==> config.mk <==
export PLATFORM = sky130hd
export DESIGN_NAME = oc8051_cxrom_fetch
export DESIGN_NICKNAME = d
export VERILOG_FILES = /design/src/rtl/oc8051_cxrom_fetch_pkg.sv /design/src/rtl/oc8051_cxrom_pfbuf.sv /design/src/rtl/oc8051_cxrom_fetch.sv
export SDC_FILE = /design/constraint.sdc
export NUM_CORES = 1
export LEC_CHECK = 0
export BUFFER_PORTS_ARGS = -buffer_cell sky130_fd_sc_hd__buf_2
export CAP_MARGIN = 0
export CORE_ASPECT_RATIO = 1.75
export CORE_MARGIN = 2
export CORE_UTILIZATION = 35
export CTS_CLUSTER_SIZE = 20
export DETAILED_ROUTE_END_ITERATION = 12
export HOLD_SLACK_MARGIN = 0.1
export PLACE_DENSITY = 0.63
export SLEW_MARGIN = 20
export SYNTH_ARGS = -nofsm -noshare
export SYNTH_HDL_FRONTEND = slang
export SYNTH_SLANG_ARGS = --single-unit
==> constraint.sdc <==
create_clock -name clk -period 2.6 [get_ports clk]
set_input_delay 0.13 -clock clk [delete_from_list [all_inputs] [get_ports clk]]
set_output_delay 0.13 -clock clk [all_outputs]
set_load 0.01 [all_outputs]
==> src/rtl/oc8051_cxrom_fetch_pkg.sv <==
// Shared types and constants for the oc8051 cxrom instruction-fetch bridge.
// Prefetch support is controlled by the OC8051_CXROM_PREFETCH_EN macro.
package oc8051_cxrom_fetch_pkg;

   typedef enum logic [1:0] {
      IDLE = 2'd0,
      MISS = 2'd1,
      PF   = 2'd2
   } fetch_state_t;

   localparam int unsigned LATENCY_MIN = 1;
   localparam int unsigned LATENCY_MAX = 7;
   localparam int unsigned CNT_W       = 3;

   localparam logic [15:0] ADDR_INC = 16'd4;

   typedef logic [31:0] word_t;

endpackage

==> src/rtl/oc8051_cxrom_pfbuf.sv <==
// Single-entry sequential prefetch buffer (valid/addr/data) with lookup and invalidate.
// Only built when OC8051_CXROM_PREFETCH_EN is defined.
`ifdef OC8051_CXROM_PREFETCH_EN
module oc8051_cxrom_pfbuf
   import oc8051_cxrom_fetch_pkg::*;
#(
   parameter int unsigned AW = 16
) (
   input  logic          clk,
   input  logic          rst,
   input  logic          fill_en,
   input  logic [AW-1:0] fill_addr,
   input  word_t         fill_data,
   input  logic          inv_en,
   input  logic [AW-1:0] lookup_addr,
   output logic          hit,
   output word_t         hit_data,
   output logic          valid,
   output logic [AW-1:0] entry_addr
);

   logic          valid_q, valid_d;
   logic [AW-1:0] addr_q, addr_d;
   word_t         data_q, data_d;

   always_comb begin
      valid_d = valid_q;
      addr_d  = addr_q;
      data_d  = data_q;
      if (inv_en) begin
         valid_d = 1'b0;
      end else if (fill_en) begin
         valid_d = 1'b1;
         addr_d  = fill_addr;
         data_d  = fill_data;
      end
   end

   always_ff @(posedge clk or negedge rst) begin
      if (!rst) begin
         valid_q <= 1'b0;
         addr_q  <= '0;
         data_q  <= '0;
      end else begin
         valid_q <= valid_d;
         addr_q  <= addr_d;
         data_q  <= data_d;
      end
   end

   assign hit        = valid_q & (addr_q == lookup_addr);
   assign hit_data   = data_q;
   assign valid      = valid_q;
   assign entry_addr = addr_q;

endmodule
`endif

==> src/rtl/oc8051_cxrom_fetch.sv <==
// Instruction-fetch bridge from the oc8051 wbi bus to the combinational cxrom.
// Define OC8051_CXROM_PREFETCH_EN to add the one-entry sequential prefetch.
module oc8051_cxrom_fetch
   import oc8051_cxrom_fetch_pkg::*;
#(
   parameter int unsigned LATENCY = 2,
   parameter int unsigned AW      = 16
) (
   input  logic          clk,
   input  logic          rst,
   input  logic [AW-1:0] wbi_adr_i,
   input  logic          wbi_cyc_i,
   input  logic          wbi_stb_i,
   output word_t         wbi_dat_o,
   output logic          wbi_ack_o,
   output logic [AW-1:0] cxrom_addr,
   input  word_t         cxrom_data_in
);

   localparam logic [CNT_W-1:0] CNT_LOAD = CNT_W'(LATENCY - 1);

   fetch_state_t     state_q, state_d;
   logic [CNT_W-1:0] cnt_q, cnt_d;
   logic [AW-1:0]    addr_q, addr_d;
   word_t            dat_q, dat_d;
   logic             ack_q, ack_d;
   logic             req;

   // No new request is taken while the previous ack is still on the bus.
   assign req = wbi_cyc_i & wbi_stb_i & ~ack_q;

`ifdef OC8051_CXROM_PREFETCH_EN
   logic [AW-1:0] ack_addr_q, ack_addr_d;
   logic [AW-1:0] pf_next;
   logic          merge_q, merge_d;
   logic          merged;
   logic          pf_fill, pf_inv, pf_hit, pf_valid;
   word_t         pf_hit_data;
   logic [AW-1:0] pf_entry_addr;

   assign pf_next = ack_addr_q + AW'(ADDR_INC);
   // A demand that matched the in-flight prefetch stays merged while the core holds cyc.
   assign merged  = (merge_q & wbi_cyc_i) | req;

   oc8051_cxrom_pfbuf #(
      .AW (AW)
   ) u_pfbuf (
      .clk         (clk),
      .rst         (rst),
      .fill_en     (pf_fill),
      .fill_addr   (addr_q),
      .fill_data   (cxrom_data_in),
      .inv_en      (pf_inv),
      .lookup_addr (wbi_adr_i),
      .hit         (pf_hit),
      .hit_data    (pf_hit_data),
      .valid       (pf_valid),
      .entry_addr  (pf_entry_addr)
   );
`endif

   always_comb begin
      state_d = state_q;
      cnt_d   = cnt_q;
      addr_d  = addr_q;
      dat_d   = dat_q;
      ack_d   = 1'b0;
`ifdef OC8051_CXROM_PREFETCH_EN
      ack_addr_d = ack_addr_q;
      merge_d    = merge_q;
      pf_fill    = 1'b0;
      pf_inv     = 1'b0;
`endif
      case (state_q)
         IDLE: begin
            if (req) begin
`ifdef OC8051_CXROM_PREFETCH_EN
               if (pf_hit) begin
                  ack_d      = 1'b1;
                  dat_d      = pf_hit_data;
                  ack_addr_d = wbi_adr_i;
               end else begin
`endif
                  state_d = MISS;
                  addr_d  = wbi_adr_i;
                  cnt_d   = CNT_LOAD;
`ifdef OC8051_CXROM_PREFETCH_EN
               end
`endif
            end
`ifdef OC8051_CXROM_PREFETCH_EN
            else if (ack_q && !(pf_valid && (pf_entry_addr == pf_next))) begin
               state_d = PF;
               addr_d  = pf_next;
               cnt_d   = CNT_LOAD;
               merge_d = 1'b0;
            end
`endif
         end
         MISS: begin
            if (!wbi_cyc_i) begin
               state_d = IDLE;
            end else if (cnt_q == '0) begin
               state_d = IDLE;
               ack_d   = 1'b1;
               dat_d   = cxrom_data_in;
`ifdef OC8051_CXROM_PREFETCH_EN
               ack_addr_d = addr_q;
`endif
            end else begin
               cnt_d = cnt_q - CNT_W'(1);
            end
         end
`ifdef OC8051_CXROM_PREFETCH_EN
         PF: begin
            if (req && (wbi_adr_i != addr_q)) begin
               pf_inv  = 1'b1;
               merge_d = 1'b0;
               state_d = MISS;
               addr_d  = wbi_adr_i;
               cnt_d   = CNT_LOAD;
            end else if (cnt_q == '0) begin
               pf_fill = 1'b1;
               merge_d = 1'b0;
               state_d = IDLE;
               if (merged) begin
                  ack_d      = 1'b1;
                  dat_d      = cxrom_data_in;
                  ack_addr_d = addr_q;
               end
            end else begin
               cnt_d   = cnt_q - CNT_W'(1);
               merge_d = merged;
            end
         end
`endif
         default: state_d = IDLE;
      endcase
   end

   always_ff @(posedge clk or negedge rst) begin
      if (!rst) begin
         state_q <= IDLE;
         cnt_q   <= '0;
         addr_q  <= '0;
         dat_q   <= '0;
         ack_q   <= 1'b0;
      end else begin
         state_q <= state_d;
         cnt_q   <= cnt_d;
         addr_q  <= addr_d;
         dat_q   <= dat_d;
         ack_q   <= ack_d;
      end
   end

`ifdef OC8051_CXROM_PREFETCH_EN
   always_ff @(posedge clk or negedge rst) begin
      if (!rst) begin
         ack_addr_q <= '0;
         merge_q    <= 1'b0;
      end else begin
         ack_addr_q <= ack_addr_d;
         merge_q    <= merge_d;
      end
   end
`endif

   assign wbi_dat_o  = dat_q;
   assign wbi_ack_o  = ack_q;
   assign cxrom_addr = addr_q;

endmodule

# After elaboration in Yosys (flattened, before gate mapping)
# Index checks and enable logic that the tools add are counted.
# Widths: inputs -> output; s select.
# op_classes
n_reduce_logical	7
muxes	11
eq_ne	5
add_sub_neg	1
n_bitwise	3
# op_table
operator	n
$mux 3	3
$mux 2	3
$ne 2x2->1 const B	3
$pmux 3 s2	1
$pmux 2 s2	1
$reduce_and 2->1	2
$reduce_and 4->1	1
$logic_not 3->1	1
$mux 1	3
$ne 3x3->1 const B	1
$reduce_and 3->1	1
$sub 3x1->3 const B	1
$and 1x1->1	2
$eq 2x1->1 const B	1
$logic_not 2->1	1
$reduce_bool 2->1	1
$not 1->1	1
# totals
inputBits	52
register_bits	54

# Logic depth before layout (Yosys ltp)
# Gate-level depths: netlist of run 1.
# depth
word_depth	4
ltp_mapped	6
ltp_nobuf	5

# Worst setup path after synthesis of run 1
# OpenSTA, ideal clock, no wires.
# synth_timing
path_kind	register to register
startpoint	register cnt_q[0]
endpoint	register dat_q[0], in the netlist wbi_dat_o[0]
path_stages_with_launch	7
required_ns	2.475
slack_ns	1.131
setup_ns	0.125
arrival_ns	1.344
path_cell_list	dfrtp_1 > inv_1 > ha_1 > nor2b_4 > nand3_2 > buf_6 > mux2_2
# synth_via
elab_chain_cells	2
# synth_rtl
item	line	text
start, declared	oc8051_cxrom_fetch.sv:23	logic [CNT_W-1:0] cnt_q, cnt_d;
start signal, assigned	oc8051_cxrom_fetch.sv:150	cnt_q <= cnt_d;
$logic_not 3->1	oc8051_cxrom_fetch.sv:103	end else if (cnt_q == '0) begin
$reduce_and 3->1 (no line)	n/a	
end signal, assigned	oc8051_cxrom_fetch.sv:152	dat_q <= dat_d;
end, declared	oc8051_cxrom_fetch.sv:25	word_t dat_q, dat_d;
# Every way passes these cells.
# A chain may end at the register's enable or synchronous reset.

# Worst setup path in the final report of run 1
# layout_timing
startpoint	register cnt_q[0]
endpoint	register dat_q[4], in the netlist wbi_dat_o[4]
# The elaborated chain is that of the path after synthesis.

==> results_dict.tcl, run 1 <==
set metrics [dict create \
    first_pass_iters 4 \
    drtIter0Drc 45 \
    die_x_um 62.1 \
    cts_max_path_buffers 2 \
    finalCriticalPeriod_ns 1.74 \
    end_kind "flip-flop" \
    port_buffers 100 \
    required_ns 2.79 \
    grt_pass1_vias 1676 \
    tightest_slew_ns 0.666 \
    antenna_found_initial 0 \
    drive_gt1_frac 0.580 \
    pwr-share-seq 0.436 \
    status "complete, no violations" \
    finClkSkew_ns 0.00681 \
    antenna_cells 0 \
    cts_setup_buffers 0 \
    numCtsBuffers 5 \
    max-vdd-ir-drop_mv 0.540 \
    grt_pass1_wl_um 7630 \
    area_delta_synth_final_pct 57.5 \
    hp-class "in2reg" \
    grt_util_met1 0.151 \
    place_congestion 0.711 \
    cts_hold_buffers 49 \
    rsz0062_at_grt "no" \
    yosys.area_share.simple 0.0351 \
    hpwl_um 2990 \
    pwr-share-clk 0.208 \
    grt_busiest_layer "met2" \
    fillers 483 \
    ys_seq_elements 53 \
    final_core_util 0.563 \
    synth_xor_xnor_area_share 0 \
    viasPerCell 4.45 \
    clk_pin_slew_ns 0.10 \
    routed_wirelength_um 4710 \
    syn_area_um2 2070 \
    synth_top_family_by_area "multiplexers" \
    drc 0 \
    p_switching_mw 0.923 \
    crit_type "reg2reg" \
    avgRoutedWirePerCell_um 13.1 \
    path_max_fanout 30 \
    finalHoldViolCount 0 \
    drv_slew 0 \
    p_leak_nw 1.64 \
    core_um2 5790 \
    placed_cells 302 \
    layoutNonFillerInstCount 359 \
    fin_crit_sh 0.669 \
    vias 1599 \
    cts.htree.levels 2 \
    crit_arrival_ns 1.93 \
    synth_cells 126 \
    chipHeight_um 106 \
    clk_latency_ns 0.30 \
    relSlewSlack 0.556 \
    post_cts.resized_instances 0 \
    whs_ns 0.230 \
    worstSetupStartpointType "flip-flop" \
    antenna_left 0 \
    synth_adder_area_share 0.0121 \
    ys_seq_area_frac 0.641 \
    num_rows 37 \
    syn_area_per_cell_um2 16.4 \
    p_comb_frac 0.356 \
    max-cap-violations 0 \
    use_met3 0.0267 \
    clock_sinks 53 \
    cts_tree "built" \
    power.internal_mw 2.18 \
    synthMuxAreaShare 0.261 \
    synthDistinctLibCells 16 \
    grt_use_met2 0.283 \
    track_usage 0.147 \
    switching_share 0.297 \
    pin_count 101 \
    start_util 0.357 \
    pwr_density_cell_nw_per_um2 954 \
    max_freq_mhz 575 \
    grt_remaining_overflow 0 \
    grt_max_degree 54 \
    syn-num-nets 180 \
    tns_ns 0 \
    synth_compound_area_frac 0.0157 \
    dieArea_um2 6560 \
    final_nets 334 \
    ys_warn_count 0 \
    clock_tree.root_cell "clkbuf_8" \
    final-setup-viol-count 0 \
]
-- cell usage in the layout (no fill, tap or decap), drive strengths merged --
cell	netlist	layout
buf	5	103
dlygate4sd3	0	49
clkbuf	0	5
and4bb	2	2
clkinv	0	1
o21ba	1	1
a21o	1	1
nand2	2	2
nor3	2	2
mux2	48	48
dfrtp	53	53
a21oi	1	1
bufinv	0	2
o21ai	2	2
nand3	1	1
nor2b	2	2
ha	2	2
inv	4	4
-- path summary, 6_finish.rpt --
path	from	end	slack, ns	cells past startpoint
max in group asynchronous	rst	wbi_dat_o[19]	1.68	3
max reg2reg	cnt_q[0]	wbi_dat_o[4]	0.86	6
min	wbi_cyc_i	cnt_q[2]	0.23	4
min in group asynchronous	rst	cxrom_addr[4]	0.46	3
min reg2reg	cnt_q[1]	cnt_q[1]	0.48	1
max	cnt_q[0]	wbi_dat_o[4]	0.86	6
-- layout make-up --
class / instances / area (um^2) / area share
flip-flops and latches: 53 / 1330 / 0.407
clock inverters: 3 / 65.1 / 0.0200
inverters: 4 / 15.0 / 0.00461
well taps: 78 / 97.6 / 0.0300
multi-input cells: 64 / 671 / 0.206
repair buffers: 152 / 1010 / 0.311
clock buffers: 5 / 68.8 / 0.0211
-- power by group through the flow --
| stage | clock network (mW) | registers (mW) | logic, mW |
|---|---|---|---|
| finish | 0.646 | 1.36 | 1.11 |
| global route | 0.707 | 1.40 | 1.20 |
| CTS | 0.676 | 1.36 | 1.12 |
| global placement | 0 | 1.36 | 1.05 |
| detailed placement | 0 | 1.38 | 1.06 |
| floorplan | 0 | 1.53 | 0.435 |
-- synth_stat cells --
cell	count	area share
inv_1	4	0.0073
a21o_1	1	0.0036
nor2b_4	1	0.0067
o21ai_0	2	0.0048
a21oi_1	1	0.0024
nor2b_1	1	0.0030
and4bb_2	1	0.0060
nand3_2	1	0.0048
and4bb_1	1	0.0060
o21ba_2	1	0.0048
buf_6	5	0.027
ha_1	2	0.012
dfrtp_1	53	0.64
nor3_1	2	0.0048
mux2_2	48	0.26
nand2_1	2	0.0036
-- routing by layer --
metal	wire, um	vias up	share of wire
li1	-	746	-
met1	1640	787	0.35
met2	2740	54	0.58
met3	192	12	0.041
met4	140	0	0.030
met5	0	-	0
-- state kept, by name (all words and copies together) (netlist names) --
| signal | flops |
|---|---|
| cxrom_addr | 16 |
| state_q | 1 |
| cnt_q | 3 |
| wbi_ack_o | 1 |
| wbi_dat_o | 32 |
-- critical path, stage by stage, from the launching register on --
cell     delay [ns]
dfrtp_1        0.33
inv_1          0.07
ha_1           0.21
nor2b_4        0.14
nand3_2        0.11
buf_4          0.36
mux2_2         0.39
-- cells by family (layout without fill, tap and decap cells) --
logic type               count (synthesis)  in the layout
AO/OA/AOI/OAI                            5              5
flip-flops                              53             53
AND/OR/NAND/NOR                          9              9
buffers and inverters                    9            164
multiplexers                            48             48
adder cells (fa/ha/maj)                  2              2
-- per-stage QoR --
step	total power [mW]	cell area [um^2]	setup slack, ns
after CTS	3.16	3260	0.819
after global placement	2.41	2630	0.887
after detailed placement	2.44	2630	0.835
final	3.11	3260	0.860
after floorplan	1.97	2070	1.13
after global routing	3.31	3260	0.743
(Power assumes the default switching activity.)
==> run 2: changes to the inputs <==
--- a/config.mk
+++ b/config.mk
@@ -13,7 +13,7 @@
 export CTS_CLUSTER_SIZE = 20
 export DETAILED_ROUTE_END_ITERATION = 12
 export HOLD_SLACK_MARGIN = 0.1
-export PLACE_DENSITY = 0.63
+export PLACE_DENSITY = 0.65
 export SLEW_MARGIN = 20
 export SYNTH_ARGS = -nofsm -noshare
 export SYNTH_HDL_FRONTEND = slang
==> constraint.sdc (replaced) <==
create_clock -name clk -period 1.5 [get_ports clk]
set_input_delay 0.075 -clock clk [delete_from_list [all_inputs] [get_ports clk]]
set_output_delay 0.075 -clock clk [all_outputs]
set_load 0.01 [all_outputs]
==> results_dict.tcl, run 2 (synthesized netlist as in run 1, its figures left out) <==
set metrics [dict create \
    status "complete, no violations" \
    drv_slew 0 \
    grt_pass1_vias 1706 \
    track_usage 0.156 \
    cts.htree.levels 2 \
    rsz0062_at_grt "yes" \
    grt_pass1_wl_um 7980 \
    finalCriticalPeriod_ns 1.50 \
    routed_wirelength_um 4900 \
    pin_count 101 \
    numCtsBuffers 5 \
    port_buffers 100 \
    hp-class "in2reg" \
    grt_max_degree 54 \
    timing.final.ws_setup_ns 0.00228 \
    hpwl_um 3090 \
    p_total_mw 5.42 \
    final_common_cell "buf_2" \
    dieArea_um2 6560 \
    placed_cells 306 \
    start_util 0.357 \
    area_delta_synth_final_pct 63.5 \
    place_congestion 0.760 \
    layout_common_cells "buf_2 (100), dfrtp_1 (53), dlygate4sd3_1 (49)" \
    pwr_density_cell_nw_per_um2 1600 \
    die_x_um 62.1 \
    final-setup-viol-count 0 \
    grt_remaining_overflow 0 \
    end_kind "flip-flop" \
    clock_tree.root_cell "clkbuf_8" \
    clk_pin_slew_ns 0.09 \
    viasPerCell 4.42 \
    final_cell_area_um2 3380 \
    final_nets 340 \
    crit_type "reg2reg" \
    core_um2 5790 \
    largest_reg_flops 32 \
    multi_input_area_um2 691 \
    clock_sinks 53 \
    finalHoldViolCount 0 \
    antenna_cells 0 \
    seqCellArea_um2 1330 \
    fin_crit_sh 0.998 \
    post_dp_cell_area_um2 2700 \
    chipHeight_um 106 \
    max-vdd-ir-drop_mv 0.737 \
    num_rows 37 \
    clk_latency_ns 0.30 \
    fillers 459 \
    tightest_slew_ns 0.284 \
    first_pass_iters 3 \
    antenna_left 0 \
    max-cap-violations 0 \
    layoutNonFillerInstCount 365 \
    max_freq_mhz 668 \
    avgRoutedWirePerCell_um 13.4 \
    relSlewSlack 0.811 \
    p_leak_nw 1.69 \
    finClkSkew_ns 0.00482 \
    required_ns 1.70 \
    antenna_found_initial 0 \
    vias 1613 \
    cts_tree "built" \
    crit_arrival_ns 1.69 \
    drive_gt1_frac 0.599 \
    place_ws_ns 0.0218 \
    path_max_fanout 11 \
    cts_max_path_buffers 2 \
    worstSetupStartpointType "flip-flop" \
    drc 0 \
    drtIter0Drc 46 \
]
run 2: changes by cell type in the layout (fill, tap and decap cells not counted), moves of 2 or more:
cell,previous run,this run
inv_2,0,2
buf_12,0,3
clkbuf_16,0,2
inv_1,4,2
run 2: final timing paths:
path | endpoint | depth (start not counted) | from | slack, ns
min in group asynchronous | cxrom_addr[13] | 3 | rst | 0.29
setup reg to reg | wbi_dat_o[13] | 6 | cnt_q[1] | 0.002
max in group asynchronous | wbi_dat_o[4] | 3 | rst | 0.96
hold / removal | cnt_q[2] | 4 | wbi_cyc_i | 0.20
hold reg to reg | cnt_q[1] | 1 | cnt_q[1] | 0.50
setup / recovery | wbi_dat_o[13] | 6 | cnt_q[1] | 0.002
run 2: routing by layer:
layer,global-route usage,vias to the layer above,part of all wire
met3,0.0352,10,0.054
met4,0.0921,0,0.024
li1,-,754,-
met1,0.158,779,0.35
met5,0,-,0
met2,0.287,70,0.57
run 2: area by class of cell:
class	instances	share of cell area
clock buffers	6	0.0244
clock inverters	2	0.0111
inverters	4	0.00444
multi-input cells	64	0.204
flip-flops and latches	53	0.392
well taps	78	0.0289
repair buffers	158	0.335
run 2: critical path, cell delays in order (launching register included):
cell and delay (ns):
dfrtp_1 0.40, inv_2 0.08, ha_4 0.12, nor2b_4 0.16, nand3_4 0.15, clkbuf_16 0.21
mux2_2 0.27
run 2: per-stage QoR:
step                TNS [ns]  hold WS (ns)   util
floorplan                  0        -0.221      -
global placement           0        0.0932  0.467
detailed placement         0        0.0907  0.467
CTS                        0         0.188  0.572
global route           -1.47         0.232  0.584
finish                     0         0.203  0.584
run 2: repair_timing:
item | CTS | global route
setup buffers | 0 | 0
hold endpoints to repair | 101 | 0
hold buffers | 49 | 0
setup endpoints to repair | 0 | 32
resized for setup | 0 | 5
run 2: report_power, final:
| group | internal (mW) | switching (mW) |
|---|---|---|
| sequential | 2.05 | 0.303 |
| combinational | 1.15 | 0.910 |
| clock | 0.543 | 0.457 |
| total | 3.75 | 1.67 |
